### src/rtl/adder_tree_pkg.sv
// Shared constants, FSM state type and slot addressing for the adder-tree
// operand loader.
package adder_tree_pkg;

  localparam int DEF_ADDER_WIDTH  = 22;
  localparam int DEF_NUM_OPERANDS = 8;
  localparam int TREE_LEVELS      = 3;

  typedef enum logic {
    FILL = 1'b0,
    HOLD = 1'b1
  } state_t;

  // Low bit of operand slot k in the flattened operand bank.
  function automatic int slot_lo(input int k, input int w);
    return k * w;
  endfunction

endpackage

### src/rtl/adder_tree_operand_loader.sv
// Gathers a serial operand stream into zero-padded groups of NUM_OPERANDS and
// presents each group as a registered parallel bank for the adder tree.
// One completed group can wait in the fill bank (HOLD) while the output
// register is occupied, so a full group of slack exists between the stream
// and the tree.
module adder_tree_operand_loader
  import adder_tree_pkg::*;
#(
  parameter int ADDER_WIDTH  = DEF_ADDER_WIDTH,
  parameter int NUM_OPERANDS = DEF_NUM_OPERANDS,
  parameter int CNT_W        = $clog2(NUM_OPERANDS) + 1
) (
  input  logic                                clk,
  input  logic                                reset,
  input  logic [ADDER_WIDTH-1:0]              in_data,
  input  logic                                in_valid,
  input  logic                                in_last,
  output logic                                in_ready,
  output logic [NUM_OPERANDS*ADDER_WIDTH-1:0] out_ops,
  output logic [CNT_W-1:0]                    out_count,
  output logic                                out_last,
  output logic                                out_valid,
  input  logic                                out_ready
);

  localparam int IDX_W = $clog2(NUM_OPERANDS);

  typedef logic [NUM_OPERANDS-1:0][ADDER_WIDTH-1:0] bank_t;

  state_t           state_q;
  logic [IDX_W-1:0] idx_q;
  bank_t            fill_q;
  logic [CNT_W-1:0] hold_cnt_q;
  logic             hold_last_q;

  bank_t            out_q;
  logic [CNT_W-1:0] out_cnt_q;
  logic             out_last_q;
  logic             out_valid_q;

  logic             acc;
  logic             done;
  logic             out_free;
  bank_t            grp_d;
  logic [CNT_W-1:0] grp_cnt_d;

  // Input side is open in FILL only; reset forces it shut immediately.
  assign in_ready  = !reset && (state_q == FILL);
  assign acc       = in_valid && in_ready;
  assign done      = acc && ((idx_q == IDX_W'(NUM_OPERANDS - 1)) || in_last);
  assign out_free  = !out_valid_q || out_ready;
  assign grp_cnt_d = CNT_W'(idx_q) + CNT_W'(1);

  // Completed group as it will be presented: filled slots, the completing
  // word, and zeros above it so stale words from older groups never leak.
  always_comb begin
    grp_d = '0;
    for (int k = 0; k < NUM_OPERANDS; k++) begin
      if (k < int'(idx_q))       grp_d[k] = fill_q[k];
      else if (k == int'(idx_q)) grp_d[k] = in_data;
    end
  end

  // Fill/hold FSM together with the index counter and output register.
  always_ff @(posedge clk) begin
    if (reset) begin
      state_q     <= FILL;
      idx_q       <= '0;
      hold_cnt_q  <= '0;
      hold_last_q <= 1'b0;
      out_q       <= '0;
      out_cnt_q   <= '0;
      out_last_q  <= 1'b0;
      out_valid_q <= 1'b0;
    end else begin
      if (acc) idx_q <= done ? '0 : idx_q + IDX_W'(1);

      case (state_q)
        FILL: begin
          if (done && out_free) begin
            out_q       <= grp_d;
            out_cnt_q   <= grp_cnt_d;
            out_last_q  <= in_last;
            out_valid_q <= 1'b1;
          end else if (done) begin
            // Output busy: park the finished group in the fill bank.
            fill_q      <= grp_d;
            hold_cnt_q  <= grp_cnt_d;
            hold_last_q <= in_last;
            state_q     <= HOLD;
          end else begin
            if (acc) fill_q[idx_q] <= in_data;
            if (out_valid_q && out_ready) out_valid_q <= 1'b0;
          end
        end
        HOLD: begin
          // out_valid is necessarily high here; a take refills it at once.
          if (out_ready) begin
            out_q      <= fill_q;
            out_cnt_q  <= hold_cnt_q;
            out_last_q <= hold_last_q;
            state_q    <= FILL;
          end
        end
        default: state_q <= FILL;
      endcase
    end
  end

  for (genvar k = 0; k < NUM_OPERANDS; k++) begin : g_slot
    assign out_ops[slot_lo(k, ADDER_WIDTH) +: ADDER_WIDTH] = out_q[k];
  end

  assign out_count = out_cnt_q;
  assign out_last  = out_last_q;
  assign out_valid = out_valid_q;

endmodule

### config.mk
export PLATFORM = sky130hd
export DESIGN_NAME = adder_tree_operand_loader
export DESIGN_NICKNAME = d
export VERILOG_FILES = /design/src/rtl/adder_tree_pkg.sv /design/src/rtl/adder_tree_operand_loader.sv
export SDC_FILE = /design/constraint.sdc
export NUM_CORES = 1
export LEC_CHECK = 0
export CAP_MARGIN = 30
export CORE_MARGIN = 4
export CORE_UTILIZATION = 56
export CTS_CLUSTER_SIZE = 40
export DETAILED_ROUTE_END_ITERATION = 8
export PLACE_DENSITY = 0.8
export SYNTH_ARGS = -nofsm -noshare
export SYNTH_HDL_FRONTEND = slang
export SYNTH_SLANG_ARGS = --single-unit
### constraint.sdc
create_clock -name clk -period 4.34 [get_ports clk]
set_clock_uncertainty 0.05 [all_clocks]
set_input_delay 0.434 -clock clk [delete_from_list [all_inputs] [get_ports clk]]
set_output_delay 0.434 -clock clk [all_outputs]
set_load 0.05 [all_outputs]
==> run metrics, run 1 <==
status=finished clean; multi-input logic area=0.00653 sq mm; Slowest-stage cell, CP=a21oi_2; Die Width=181 microns; post-synth cell types=50; TNS Setup=0 ns; WL/cell=24.4 microns; Worst R2R Path Depth=7; largest family of logic cells by synthesized area=compound AO/OA/AOI/OAI gates; CP Cell Sequence=ha_1 -> ha_1 -> buf_4 -> o21ba_4 -> nand2_2 -> a21oi_2 -> a22o_1; relative slew slack=28.2%; Leak=6.59 nW; RR Startpoint=idx_q[1]; 1st-iter DRT viols=1968; hold-critical path depth=2; asr flop ratio synth=0%; Syn Nets=1577; cts hold-fix bufs=0; GRT Residual Overflow=0; via count=14000; multiplexer share of the synthesized area=1.88%; Die ar.=0.0326 sq mm; f_max=265 MHz; Logic pwr share=13.8%; Routed Antenna Nets=0; WS Path Type=reg2reg; power density over the cells=407 mW/mm^2; fin nets=1675; GRT Total Usage=29.3%; clk sinks=367; clock power share=39.5%; Simple-Gate Fraction of Synth Area=7.49%; Syn Inst Count=1544; clk slew on worst S/H paths=0.06 ns; sequential share of the synthesized area=54.7%; Sw Pwr=2.20 mW; row count=62; Adder-Cell Fraction of Synth Area=0.450%; commonest non-fill, non-tap cell in the layout=a21oi_1; Initial DRT Pass Iterations=8; first-pass GRT wire length=77900 microns; fraction of layout cells with a size suffix above 1=9.27%; maxcap violations=0; commonest cells after routing, fill and taps aside=a21oi_1, clkdlybuf4s50_1, dfxtp_1; synthesized area=0.0167 sq mm; postcts setup bufs=0; drc violations=0; Vias per Instance=6.79; # IOs=210; Ys Warns=0; switching part of the total=27.0%; final setup fails=0; CTS Buffer Depth=3; Syn Area/Cell=10.8 sq um; Critical Path Start Type=flip-flop; Pins Over Slew Limit=0; Setup WS post-layout=0.566 ns; post-route minimum period=3.77 ns; CTS tree=yes; R2R setup slack=0.57 ns; worst-margin pin slew=1.07 ns; CP dominant cell by count=ha_1; total CTS buffers=38; H-tree levels=2; reg2reg end=fill_q[44]; RSZ-0062 raised after global routing=false; area grow syn2layout=20.1%; CTS root buf=clkbuf_16; Chip Height=181 microns; WP data arrival=4.11 ns; Crit. End Element=flip-flop; GPL Wtd Cong=0.896; Starting Density=57.4%; Fin. Hold Viols=0; HP Class=in2reg; # port buffers=209; Setup WS pre-CTS=0.651 ns; hpwl dp=30000 microns; hold path start=reset; Fillers=2104; Detailed Route WL=50200 microns; area occupied by registers=0.00911 sq mm; cts repair resizes=0; CP required=4.68 ns; Post-Synth XOR/XNOR Area=0%; Synth Area in Compound Gates=29.0%; Core Footprint=0.0290 sq mm; largest net degree at the start of global routing=155; sequential share of power=46.8%; Worst path max stage delay=0.99 ns; Max VDD drop=280 uV; Yosys reg bits=367; Skew-Pair Late Insertion Delay=0.54 ns; hold endpoint=hold_cnt_q[0]; fin crit share=87.0%; Post-synth EDFFs=176; vias in the first global route=13100; crit-path max FO=40; Pint=5.94 mW; ys flop type=dfxtp_1; initial antenna violation count=1
routing by layer:
layer	routed length (microns)	vias up	part of all wire (%)	track usage, %
li1	-	6204	-	-
met1	20100	6661	40	42.4
met2	22300	988	44	43.9
met3	6050	116	12	6.66
met4	1820	2	3.6	10.1
met5	18	-	0.036	0
worst max-delay path, delay by kind of cell (launching register included):
family / cells / cell delay, ns
AO/OA/AOI/OAI: 3 / 1.44
flip-flops: 1 / 0.86
AND/OR/NAND/NOR: 1 / 0.54
adder cells (fa/ha/maj): 2 / 0.49
buffers and inverters: 1 / 0.24
power groups by stage:
| stage | clock network [mW] | registers [mW] | logic (mW) |
|---|---|---|---|
| 6_report | 3.21 | 3.81 | 1.12 |
| 3_5_place_dp | 0 | 3.87 | 1.10 |
| 3_3_place_gp | 0 | 3.87 | 1.07 |
| 2_1_floorplan | 0 | 4.18 | 0.421 |
| 4_1_cts | 3.23 | 3.80 | 1.10 |
| 5_1_grt | 3.38 | 3.82 | 1.17 |
how the worst max path moves through the flow:
stage,to,cells after the start,startpoint,slack [ns]
floorplan,fill_q[110],7,idx_q[1],1.15
global placement,fill_q[56],7,idx_q[1],0.79
detailed placement,fill_q[44],7,idx_q[1],0.65
CTS,fill_q[44],7,idx_q[1],0.62
global route,fill_q[128],7,idx_q[1],0.31
finish,fill_q[44],7,idx_q[1],0.57
cell type report:
cell class                      count  share of cell area (%)
Clock inverter                     21                   0.956
Timing Repair Buffer              252                    12.9
Inverter                           26                   0.488
Multi-Input combinational cell    957                    32.6
Clock buffer                       49                    5.11
Antenna cell                        1                  0.0125
Sequential cell                   367                    45.5
Tap cell                          384                    2.40
cell families (layout without fill, tap and decap cells):
family | Yosys count | in the layout
AO/OA/AOI/OAI | 676 | 676
adder cells (fa/ha/maj) | 6 | 6
buffers and inverters | 220 | 348
flip-flops | 367 | 367
multiplexers | 31 | 31
other | 0 | 1
AND/OR/NAND/NOR | 244 | 244
synth_stat cells (all sizes together), types with 22 or more instances:
cell,n,share of area (%)
clkbuf,76,1.7
nor2,47,1.2
a21oi,220,6.7
a22oi,67,3.0
nand3,71,2.2
a22o,154,8.1
buf,118,4.2
dfxtp,191,23
a211oi,115,5.5
inv,25,0.56
and3,22,0.83
o21ai,26,0.78
a311oi,66,3.5
nand2,81,1.9
edfxtp,176,32
mux2i,31,1.9
per-stage QoR:
| stage | std cells | util, % | area, sq um | power [mW] | hold slack [ns] |
|---|---|---|---|---|---|
| CTS | 2053 | 68.7 | 19900 | 8.14 | 0.228 |
| global route | 2056 | 69.0 | 20000 | 8.37 | 0.245 |
| finish | 2057 | 69.0 | 20000 | 8.14 | 0.255 |
| floorplan | 1544 | - | 16700 | 4.60 | 0.410 |
| detailed placement | 1983 | 64.5 | 18700 | 4.98 | 0.424 |
| global placement | 1977 | 64.2 | 18600 | 4.94 | 0.415 |
flip-flops by register name (all words and copies together), names as in the netlist:
register,flops
out_last,1
hold_cnt_q,4
fill_q,176
out_ops,176
out_count,4
state_q,1
out_valid,1
idx_q,3
hold_last_q,1
Power figures use the tool's default switching activity.
==> run 2: changes to the inputs <==
Settings changed: HOLD_SLACK_MARGIN set to 0.15, SETUP_SLACK_MARGIN set to 0.05.
==> results of run 2 <==
No change in the layout: final DEF, timing and power equal those of run 1.
==> run 3: changes to the inputs <==
Settings changed: CORE_UTILIZATION 56 to 58, CTS_BUF_LIST set to sky130_fd_sc_hd__clkbuf_4 sky130_fd_sc_hd__clkbuf_8, GPL_TIMING_DRIVEN set to 1, PLACE_DENSITY 0.8 to 0.83.
==> run 3 against run 2 <==
Combinational power hardly changed. Maximum frequency increased by 3.6%. Final area about the same. Critical path depth is the same. Critical path type unchanged. Critical endpoint is now fill_q[60].
==> run metrics, run 3 (synthesis results as in run 1) <==
status=finished clean; RSZ-0062 raised after global routing=false; GPL Wtd Cong=0.912; WL/cell=23.7 microns; Fillers=1971; Chip Height=178 microns; Critical Path Start Type=flip-flop; Leak=6.61 nW; Fin. Hold Viols=0; GRT Residual Overflow=0; hpwl dp=29300 microns; clk slew on worst S/H paths=0.06 ns; CTS Buffer Depth=3; CTS root buf=clkbuf_8; post-route minimum period=3.64 ns; Max VDD drop=275 uV; via count=14200; WP data arrival=4.07 ns; relative slew slack=28.1%; H-tree levels=2; Skew-Pair Late Insertion Delay=0.61 ns; Die Width=178 microns; Critical Path Stages=7; largest net degree at the start of global routing=113; RR Startpoint=idx_q[0]; multi-input logic area=0.00653 sq mm; # IOs=210; fin nets=1693; clk sinks=367; CTS tree=yes; f_max=275 MHz; Core Footprint=0.0281 sq mm; Detailed Route WL=49400 microns; postcts setup bufs=0; drc violations=0; row count=61; area grow syn2layout=20.0%; final setup fails=0; WS Path Type=reg2reg; Starting Density=59.3%; Crit. End Element=flip-flop; commonest cells after routing, fill and taps aside=a21oi_1, clkdlybuf4s50_1, dfxtp_1; CP required=4.76 ns; Initial DRT Pass Iterations=6; Pins Over Slew Limit=0; first-pass GRT wire length=75500 microns; worst-margin pin slew=1.08 ns; CP Cell Sequence=ha_1 -> ha_1 -> o21ba_4 -> nand2_2 -> buf_4 -> a21oi_2 -> a22o_1; CP Capture Point=fill_q[60]; # port buffers=209; cts hold-fix bufs=0; power density over the cells=400 mW/mm^2; GRT Total Usage=30.1%; cts repair resizes=0; fraction of layout cells with a size suffix above 1=11.4%; fin crit share=83.9%; diode count=0; Worst path max stage delay=0.72 ns; commonest non-fill, non-tap cell in the layout=a21oi_1; Die ar.=0.0315 sq mm; 1st-iter DRT viols=2008; vias in the first global route=13300; crit-path leading delay family=compound AO/OA/AOI/OAI gates; post-layout util=71.2%; Slowest-stage cell, CP=a21oi_2; TNS Setup=0 ns; Buf+Inv Stages, Crit Path=1; maxcap violations=0; crit-path max FO=27; reg2reg end=fill_q[60]; CP dominant cell by count=ha_1; HP Class=in2reg; R2R setup slack=0.70 ns; initial antenna violation count=1; Routed Antenna Nets=0; Worst R2R Path Depth=7; area occupied by registers=0.00911 sq mm; total CTS buffers=57; Vias per Instance=6.79; crit path from=idx_q[0]
-- run 3: cell count changes in the layout (fill, tap and decap cells not counted), sizes merged --
cell,delta
buf,-1
clkbuf,+30
clkinv,+5
clkinvlp,+3
diode,-1
-- run 3: per-layer routing --
metal  share of wire [%]  global-route usage (%)  vias to the layer above  wire (microns)
met5               0.026                       0                        -              13
met4                 4.3                    12.2                        2            2110
met3                  13                    7.48                      164            6180
met2                  44                    44.5                     1037           21700
met1                  39                    42.6                     6717           19400
li1                    -                       -                     6258               -
-- run 3: final cells by class --
class                   count  share of cell area, %
clock buffers              79                   5.00
clock inverters            29                   1.10
inverters                  26                  0.488
multi-input cells         957                   32.7
flip-flops and latches    367                   45.6
well taps                 378                   2.36
repair buffers            251                   12.8
-- run 3: power breakdown --
| group | total [mW] | internal, mW | switching, mW |
|---|---|---|---|
| clock | 3.07 | 1.68 | 1.39 |
| sequential | 3.80 | 3.73 | 0.0776 |
| combinational | 1.12 | 0.367 | 0.754 |
-- run 3: worst min-delay path by stage --
stage	startpoint	to	slack (ns)	depth (start not counted)
2_1_floorplan	hold_cnt_q[1]	hold_cnt_q[1]	0.41	2
3_3_place_gp	hold_cnt_q[1]	hold_cnt_q[1]	0.42	2
3_5_place_dp	hold_last_q	hold_last_q	0.44	2
4_1_cts	reset	idx_q[2]	0.30	2
5_1_grt	reset	idx_q[2]	0.32	2
6_report	reset	hold_last_q	0.33	2
-- run 3: through the flow --
step | instance area [sq um] | instances | setup WS [ns] | hold WS [ns] | power [mW]
2_1_floorplan | 16700 | 1544 | 1.15 | 0.410 | 4.60
3_3_place_gp | 18600 | 1972 | 0.925 | 0.422 | 4.94
3_5_place_dp | 18700 | 1975 | 0.727 | 0.438 | 4.97
4_1_cts | 19900 | 2083 | 0.707 | 0.304 | 7.97
5_1_grt | 20000 | 2087 | 0.439 | 0.324 | 8.21
6_report | 20000 | 2087 | 0.697 | 0.329 | 7.99
